--- src/rtl/ddr3_cmd_arbiter_if.sv ---
// Command/data handshake bundle between the arbiter, the command/data FIFOs and the MIG app port.
interface ddr3_cmd_arbiter_if #(
  parameter int ADDR_WIDTH = 28,
  parameter int BL_WIDTH   = 8
);
  localparam int CMD_WIDTH = 3 + BL_WIDTH + ADDR_WIDTH;

  logic                  init_calib_complete;
  logic                  wr_cmd_empty;
  logic                  wr_cmd_rden;
  logic [CMD_WIDTH-1:0]  wr_cmd_dout;
  logic                  rd_cmd_empty;
  logic                  rd_cmd_rden;
  logic [CMD_WIDTH-1:0]  rd_cmd_dout;
  logic [BL_WIDTH:0]     wr_data_cnt;
  logic                  wr_data_rden;
  logic                  app_en;
  logic [2:0]            app_cmd;
  logic [ADDR_WIDTH-1:0] app_addr;
  logic                  app_rdy;
  logic                  app_wdf_wren;
  logic                  app_wdf_end;
  logic                  app_wdf_rdy;
  logic                  busy;
  logic                  wr_done;
  logic                  rd_done;

  modport master (
    input  init_calib_complete, wr_cmd_empty, wr_cmd_dout, rd_cmd_empty, rd_cmd_dout,
           wr_data_cnt, app_rdy, app_wdf_rdy,
    output wr_cmd_rden, rd_cmd_rden, wr_data_rden, app_en, app_cmd, app_addr,
           app_wdf_wren, app_wdf_end, busy, wr_done, rd_done
  );

  modport slave (
    output init_calib_complete, wr_cmd_empty, wr_cmd_dout, rd_cmd_empty, rd_cmd_dout,
           wr_data_cnt, app_rdy, app_wdf_rdy,
    input  wr_cmd_rden, rd_cmd_rden, wr_data_rden, app_en, app_cmd, app_addr,
           app_wdf_wren, app_wdf_end, busy, wr_done, rd_done
  );
endinterface

--- src/rtl/ddr3_cmd_arbiter.sv ---
// Round-robin write/read command arbiter feeding the MIG app interface from two FWFT command FIFOs.
//   state  | meaning
//   IDLE   | no burst active; may grant a pending write or read when calibrated
//   WR_RUN | issuing write commands and write-data beats for the latched burst
//   RD_RUN | issuing read commands for the latched burst
module ddr3_cmd_arbiter #(
  parameter int ADDR_WIDTH = 28,
  parameter int BL_WIDTH   = 8,
  parameter int ADDR_STEP  = 8
) (
  input  logic               I_Clk,
  input  logic               I_Rst_n,
  ddr3_cmd_arbiter_if.master bus
);
  localparam int CW        = BL_WIDTH + 1;
  localparam int CMD_WIDTH = 3 + BL_WIDTH + ADDR_WIDTH;

  typedef enum logic [1:0] {IDLE, WR_RUN, RD_RUN} state_t;

  state_t                state;
  logic [BL_WIDTH-1:0]   bl_q;
  logic [CW-1:0]         cmd_cnt;
  logic [CW-1:0]         data_cnt;
  logic                  last_wr;
  logic                  app_en;
  logic                  wdf_wren;
  logic [2:0]            app_cmd;
  logic [ADDR_WIDTH-1:0] app_addr;
  logic                  busy;
  logic                  wr_done;
  logic                  rd_done;

  logic [BL_WIDTH-1:0]   wr_bl;
  logic [BL_WIDTH-1:0]   rd_bl;
  logic [ADDR_WIDTH-1:0] wr_addr;
  logic [ADDR_WIDTH-1:0] rd_addr;
  logic                  wr_pend;
  logic                  rd_pend;
  logic                  grant_ok;
  logic                  grant_wr;
  logic                  grant_rd;
  logic                  cmd_acc;
  logic                  dat_acc;
  logic [CW-1:0]         cmd_nxt;
  logic [CW-1:0]         dat_nxt;
  logic [CW-1:0]         bl_ext;
  logic                  unused_cmd_bits;

  assign wr_bl   = bus.wr_cmd_dout[ADDR_WIDTH +: BL_WIDTH];
  assign rd_bl   = bus.rd_cmd_dout[ADDR_WIDTH +: BL_WIDTH];
  assign wr_addr = bus.wr_cmd_dout[ADDR_WIDTH-1:0];
  assign rd_addr = bus.rd_cmd_dout[ADDR_WIDTH-1:0];
  // The FIFO's own command field is ignored; direction alone selects the app command.
  assign unused_cmd_bits = ^{bus.wr_cmd_dout[CMD_WIDTH-1 -: 3], bus.rd_cmd_dout[CMD_WIDTH-1 -: 3]};

  assign wr_pend  = !bus.wr_cmd_empty && (bus.wr_data_cnt >= {1'b0, wr_bl});
  assign rd_pend  = !bus.rd_cmd_empty;
  // Reset gates the combinational pops so every output is low while reset is held.
  assign grant_ok = I_Rst_n && bus.init_calib_complete && (state == IDLE);
  assign grant_wr = grant_ok && wr_pend && (!rd_pend || !last_wr);
  assign grant_rd = grant_ok && rd_pend && !grant_wr;

  assign cmd_acc = app_en & bus.app_rdy;
  assign dat_acc = wdf_wren & bus.app_wdf_rdy;
  assign cmd_nxt = cmd_cnt + {{BL_WIDTH{1'b0}}, cmd_acc};
  assign dat_nxt = data_cnt + {{BL_WIDTH{1'b0}}, dat_acc};
  assign bl_ext  = {1'b0, bl_q};

  always_ff @(posedge I_Clk or negedge I_Rst_n) begin
    if (!I_Rst_n) begin
      state    <= IDLE;
      bl_q     <= '0;
      cmd_cnt  <= '0;
      data_cnt <= '0;
      last_wr  <= 1'b0;
      app_en   <= 1'b0;
      wdf_wren <= 1'b0;
      app_cmd  <= 3'b000;
      app_addr <= '0;
      busy     <= 1'b0;
      wr_done  <= 1'b0;
      rd_done  <= 1'b0;
    end else begin
      wr_done <= 1'b0;
      rd_done <= 1'b0;
      case (state)
        IDLE: begin
          if (grant_wr) begin
            bl_q     <= wr_bl;
            app_addr <= wr_addr;
            app_cmd  <= 3'b000;
            cmd_cnt  <= '0;
            data_cnt <= '0;
            last_wr  <= 1'b1;
            if (wr_bl == '0) begin
              wr_done <= 1'b1;
            end else begin
              state    <= WR_RUN;
              busy     <= 1'b1;
              app_en   <= 1'b1;
              wdf_wren <= 1'b1;
            end
          end else if (grant_rd) begin
            bl_q     <= rd_bl;
            app_addr <= rd_addr;
            app_cmd  <= 3'b001;
            cmd_cnt  <= '0;
            data_cnt <= '0;
            last_wr  <= 1'b0;
            if (rd_bl == '0) begin
              rd_done <= 1'b1;
            end else begin
              state  <= RD_RUN;
              busy   <= 1'b1;
              app_en <= 1'b1;
            end
          end
        end
        WR_RUN: begin
          cmd_cnt  <= cmd_nxt;
          data_cnt <= dat_nxt;
          if (cmd_acc) app_addr <= app_addr + ADDR_WIDTH'(ADDR_STEP);
          app_en   <= (cmd_nxt < bl_ext);
          wdf_wren <= (dat_nxt < bl_ext);
          // Commands and data beats progress independently; the burst ends when both are done.
          if ((cmd_nxt == bl_ext) && (dat_nxt == bl_ext)) begin
            state   <= IDLE;
            busy    <= 1'b0;
            wr_done <= 1'b1;
          end
        end
        RD_RUN: begin
          cmd_cnt <= cmd_nxt;
          if (cmd_acc) app_addr <= app_addr + ADDR_WIDTH'(ADDR_STEP);
          app_en <= (cmd_nxt < bl_ext);
          if (cmd_nxt == bl_ext) begin
            state   <= IDLE;
            busy    <= 1'b0;
            rd_done <= 1'b1;
          end
        end
        default: state <= IDLE;
      endcase
    end
  end

  assign bus.wr_cmd_rden  = grant_wr;
  assign bus.rd_cmd_rden  = grant_rd;
  assign bus.wr_data_rden = dat_acc;
  assign bus.app_en       = app_en;
  assign bus.app_cmd      = app_cmd;
  assign bus.app_addr     = app_addr;
  assign bus.app_wdf_wren = wdf_wren;
  assign bus.app_wdf_end  = wdf_wren;
  assign bus.busy         = busy;
  assign bus.wr_done      = wr_done;
  assign bus.rd_done      = rd_done;
endmodule

--- src/flat_wrapper.sv ---
// flat-port wrapper written by rule: the top's interface ports become plain ports
module ddr3_cmd_arbiter_flat 
#(
  parameter int ADDR_WIDTH = 28,
  parameter int BL_WIDTH   = 8,
  parameter int ADDR_STEP  = 8
)
  (I_Clk, I_Rst_n, bus_init_calib_complete, bus_wr_cmd_empty, bus_wr_cmd_dout, bus_rd_cmd_empty, bus_rd_cmd_dout, bus_wr_data_cnt, bus_app_rdy, bus_app_wdf_rdy, bus_wr_cmd_rden, bus_rd_cmd_rden, bus_wr_data_rden, bus_app_en, bus_app_cmd, bus_app_addr, bus_app_wdf_wren, bus_app_wdf_end, bus_busy, bus_wr_done, bus_rd_done);
  ddr3_cmd_arbiter_if #(.ADDR_WIDTH(ADDR_WIDTH), .BL_WIDTH(BL_WIDTH)) bus_i ();
  input  logic I_Clk;
  input  logic I_Rst_n;
  input wire logic [$bits(bus_i.init_calib_complete)-1:0] bus_init_calib_complete;
  input wire logic [$bits(bus_i.wr_cmd_empty)-1:0] bus_wr_cmd_empty;
  input wire logic [$bits(bus_i.wr_cmd_dout)-1:0] bus_wr_cmd_dout;
  input wire logic [$bits(bus_i.rd_cmd_empty)-1:0] bus_rd_cmd_empty;
  input wire logic [$bits(bus_i.rd_cmd_dout)-1:0] bus_rd_cmd_dout;
  input wire logic [$bits(bus_i.wr_data_cnt)-1:0] bus_wr_data_cnt;
  input wire logic [$bits(bus_i.app_rdy)-1:0] bus_app_rdy;
  input wire logic [$bits(bus_i.app_wdf_rdy)-1:0] bus_app_wdf_rdy;
  output wire logic [$bits(bus_i.wr_cmd_rden)-1:0] bus_wr_cmd_rden;
  output wire logic [$bits(bus_i.rd_cmd_rden)-1:0] bus_rd_cmd_rden;
  output wire logic [$bits(bus_i.wr_data_rden)-1:0] bus_wr_data_rden;
  output wire logic [$bits(bus_i.app_en)-1:0] bus_app_en;
  output wire logic [$bits(bus_i.app_cmd)-1:0] bus_app_cmd;
  output wire logic [$bits(bus_i.app_addr)-1:0] bus_app_addr;
  output wire logic [$bits(bus_i.app_wdf_wren)-1:0] bus_app_wdf_wren;
  output wire logic [$bits(bus_i.app_wdf_end)-1:0] bus_app_wdf_end;
  output wire logic [$bits(bus_i.busy)-1:0] bus_busy;
  output wire logic [$bits(bus_i.wr_done)-1:0] bus_wr_done;
  output wire logic [$bits(bus_i.rd_done)-1:0] bus_rd_done;
  assign bus_i.init_calib_complete = bus_init_calib_complete;
  assign bus_i.wr_cmd_empty = bus_wr_cmd_empty;
  assign bus_i.wr_cmd_dout = bus_wr_cmd_dout;
  assign bus_i.rd_cmd_empty = bus_rd_cmd_empty;
  assign bus_i.rd_cmd_dout = bus_rd_cmd_dout;
  assign bus_i.wr_data_cnt = bus_wr_data_cnt;
  assign bus_i.app_rdy = bus_app_rdy;
  assign bus_i.app_wdf_rdy = bus_app_wdf_rdy;
  assign bus_wr_cmd_rden = bus_i.wr_cmd_rden;
  assign bus_rd_cmd_rden = bus_i.rd_cmd_rden;
  assign bus_wr_data_rden = bus_i.wr_data_rden;
  assign bus_app_en = bus_i.app_en;
  assign bus_app_cmd = bus_i.app_cmd;
  assign bus_app_addr = bus_i.app_addr;
  assign bus_app_wdf_wren = bus_i.app_wdf_wren;
  assign bus_app_wdf_end = bus_i.app_wdf_end;
  assign bus_busy = bus_i.busy;
  assign bus_wr_done = bus_i.wr_done;
  assign bus_rd_done = bus_i.rd_done;
  ddr3_cmd_arbiter #(.ADDR_WIDTH(ADDR_WIDTH), .BL_WIDTH(BL_WIDTH), .ADDR_STEP(ADDR_STEP)) u_core (.I_Clk(I_Clk), .I_Rst_n(I_Rst_n), .bus(bus_i));
endmodule
--- config.mk ---
export PLATFORM = sky130hd
export DESIGN_NAME = ddr3_cmd_arbiter_flat
export DESIGN_NICKNAME = d
export VERILOG_FILES = /design/src/rtl/ddr3_cmd_arbiter_if.sv /design/src/rtl/ddr3_cmd_arbiter.sv /design/src/flat_wrapper.sv
export SDC_FILE = /design/constraint.sdc
export NUM_CORES = 1
export LEC_CHECK = 0
export CORE_MARGIN = 2
export CORE_UTILIZATION = 40
export CTS_CLUSTER_SIZE = 14
export DETAILED_ROUTE_END_ITERATION = 12
export PLACE_DENSITY_LB_ADDON = 0.15
export SYNTH_ARGS = -nofsm -noshare
export SYNTH_HDL_FRONTEND = slang
export SYNTH_SLANG_ARGS = --single-unit
--- constraint.sdc ---
create_clock -name I_Clk -period 4.2 [get_ports I_Clk]
set_input_delay 0.84 -clock I_Clk [delete_from_list [all_inputs] [get_ports I_Clk]]
set_output_delay 0.84 -clock I_Clk [all_outputs]
set_load 0.05 [all_outputs]
==> results.json <==
{
  "arrival_ns": 2.95,
  "p_per_area_nw_per_um2": 715,
  "clock_sinks": 63,
  "reg2reg_from": "u_core.bus.app_en",
  "routed-wl-met2_um": 6430,
  "yosysWarnings": 0,
  "critPathRequiredTime_ns": 3.36,
  "synthDominantCellAreaShare": 0.324,
  "fp.dieH_um": 114,
  "synthesis.instances": 600,
  "synthTopCellsByArea": "dfrtp_1 (32%), ha_1 (8.5%), nor2_1 (5.1%)",
  "cap_violations": 0,
  "cts_buffer_depth": 2,
  "overflow": 0,
  "rsz0062_at_grt": "false",
  "yosys_register_bits": 63,
  "core_area_um2": 12000,
  "maxSlewViolCount": 0,
  "syn_avg_cell_area_um2": 8.11,
  "cts_tree": "yes",
  "dpl.hpwl_um": 10600,
  "antenna_found_initial": 0,
  "grt_pass1_wl_um": 23200,
  "drt_iter0_markers": 340,
  "synth_edf_count": 0,
  "cts_buffers": 9,
  "worstSetupPathType": "in2out",
  "top_layer_used": "met4",
  "met3WireLength_um": 824,
  "fp-row-count": 40,
  "finalSetupViolCount": 0,
  "area_growth_pct": 34.5,
  "ff_latch_area_um2": 1580,
  "grt_pass1_vias": 4638,
  "port_buffers": 125,
  "netlist_top_cells_count": "nor2_1 (66), dfrtp_1 (63), nand2_1 (62)",
  "ir_drop_mv": 0.393,
  "drive_gt1_frac": 0.0910,
  "clock.fmax_ghz": 0.264,
  "timing.final.crit_share": 0.903,
  "critPathLaunchType": "primary input",
  "start_util": 0.407,
  "total_power_w": 0.00467,
  "grt_max_degree": 64,
  "post-cts-setup-buffers": 0,
  "synth.cell_area_um2": 4860,
  "drc": 0,
  "met1_length_um": 6870,
  "ios": 134,
  "ys_seq_area_frac": 0.324,
  "ys_types": 70,
  "cp-end-kind": "output pin",
  "design.die.area_um2": 13100,
  "antenna_left": 0,
  "critPathLaunch": "bus_wr_cmd_dout[34]",
  "crit_fanout": 8,
  "async_flop_share": 1.00,
  "firstDrtPassIters": 5,
  "synth_area_leader_cell": "dfrtp_1",
  "p_leak_nw": 2.84,
  "hold_class": "reg2reg",
  "cts_max_level": 3,
  "yosysMostFrequentCell": "nor2_1",
  "slew_headroom": 0.449,
  "min_period_ns": 3.79,
  "track_usage": 0.224,
  "hp-start": "u_core.last_wr",
  "viasPerCell": 5.61,
  "cts_resized": 0,
  "root_buffer": "clkbuf_16",
  "gp_congestion": 0.918,
  "die_w_um": 114,
  "outcome": "finished, final reports clean",
  "fin_skew_ns": 0.00767,
  "vias": 4831,
  "ctsHoldBuffers": 0,
  "tightest_slew_ns": 0.826,
  "wl_um": 14300,
  "nNetsFinal": 836,
  "fillers": 1166,
  "cts.clk_slew.worst_paths_ns": 0.05,
  "rrSetupSlack_ns": 0.99,
  "clkLatencyLatePin_ns": 0.33,
  "ys.flop_type": "dfrtp_1",
  "multi_input_area_um2": 3000,
  "avgRoutedWirePerCell_um": 16.6,
  "antenna_cells": 0,
  "hold_violations": 0,
  "fin_setup_tns_ns": 0
}
[kinds of logic (layout without fill, tap and decap cells)]
logic type / Yosys count / count (layout) / share of synthesized area
AO/OA/AOI/OAI: 159 / 159 / 0.222
multiplexers: 14 / 14 / 0.0314
adder cells (fa/ha/maj): 33 / 33 / 0.0849
flip-flops: 63 / 63 / 0.324
buffers and inverters: 70 / 183 / 0.0610
other: 1 / 2 / 0.000771
AND/OR/NAND/NOR: 249 / 249 / 0.256
XOR/XNOR: 11 / 11 / 0.0198
[cell type report]
cell class,instances,share of cell area
Multi-Input combinational cell,468,0.458
Sequential cell,63,0.241
Timing Repair Buffer,138,0.209
Clock buffer,13,0.0413
Tap cell,147,0.0281
Inverter,29,0.0166
Clock inverter,3,0.00612
[per-stage QoR]
step | instance area [µm²] | setup slack (ns) | instances | util | hold WS [ns]
after floorplan | 4870 | 0.369 | 601 | - | 0.439
after global placement | 6230 | 0.240 | 845 | 0.521 | 0.451
after detailed placement | 6230 | 0.186 | 845 | 0.521 | 0.461
after CTS | 6540 | 0.374 | 861 | 0.547 | 0.478
after global routing | 6540 | 0.147 | 861 | 0.547 | 0.516
final | 6540 | 0.406 | 861 | 0.547 | 0.471
[critical path, cell delays in order]
cell and delay [ns]:
clkdlybuf4s50_1 0.50, inv_1 0.06, ha_1 0.29, a21o_1 0.12
a211oi_2 0.07, a2111oi_1 0.41, nand2_2 0.14, inv_2 0.21
nor2_1 0.08, buf_4 0.22
[flip-flops by register name, indices dropped and copies added (netlist names), 2 cells and up]
| signal | cells |
|---|---|
| u_core.bus.app_addr | 28 |
| u_core.cmd_cnt | 9 |
| u_core.data_cnt | 9 |
| u_core.bl_q | 8 |
| u_core.state | 2 |
[routing by layer]
layer	global-route usage	vias up
met4	0.0634	0
met1	0.307	2291
met3	0.0503	10
met2	0.355	138
met5	0	-
li1	-	2392
[path summary, 6_finish.rpt]
kind                                       to  cells past startpoint
max reg2reg                   u_core.bus.busy                     14
min                            u_core.last_wr                      2
max in group asynchronous      u_core.bl_q[2]                      2
min reg2reg                    u_core.last_wr                      2
min in group asynchronous  u_core.data_cnt[3]                      2
max                           bus_rd_cmd_rden                     10
[cell usage in the layout, fill, tap and decap left out, types with 10 or more instances in the layout]
cell type,n
o21ai_0,41
nor2_1,66
and3_1,10
inv_1,28
buf_4,13
dfrtp_1,63
nand4_1,11
nand3_1,24
o221a_2,10
ha_1,33
a31oi_1,11
nand2_1,61
a21oi_1,33
nor3_1,29
clkdlybuf4s50_1,122
[report_power, final]
group | switching (W) | total [W] | leakage (nW) | internal [W]
clock | 0.000269 | 0.000775 | 0.156 | 0.000506
sequential | 0.000276 | 0.00112 | 0.772 | 0.000848
combinational | 0.00173 | 0.00277 | 1.91 | 0.00104
Note: power is estimated with default switching activity, not from simulation.
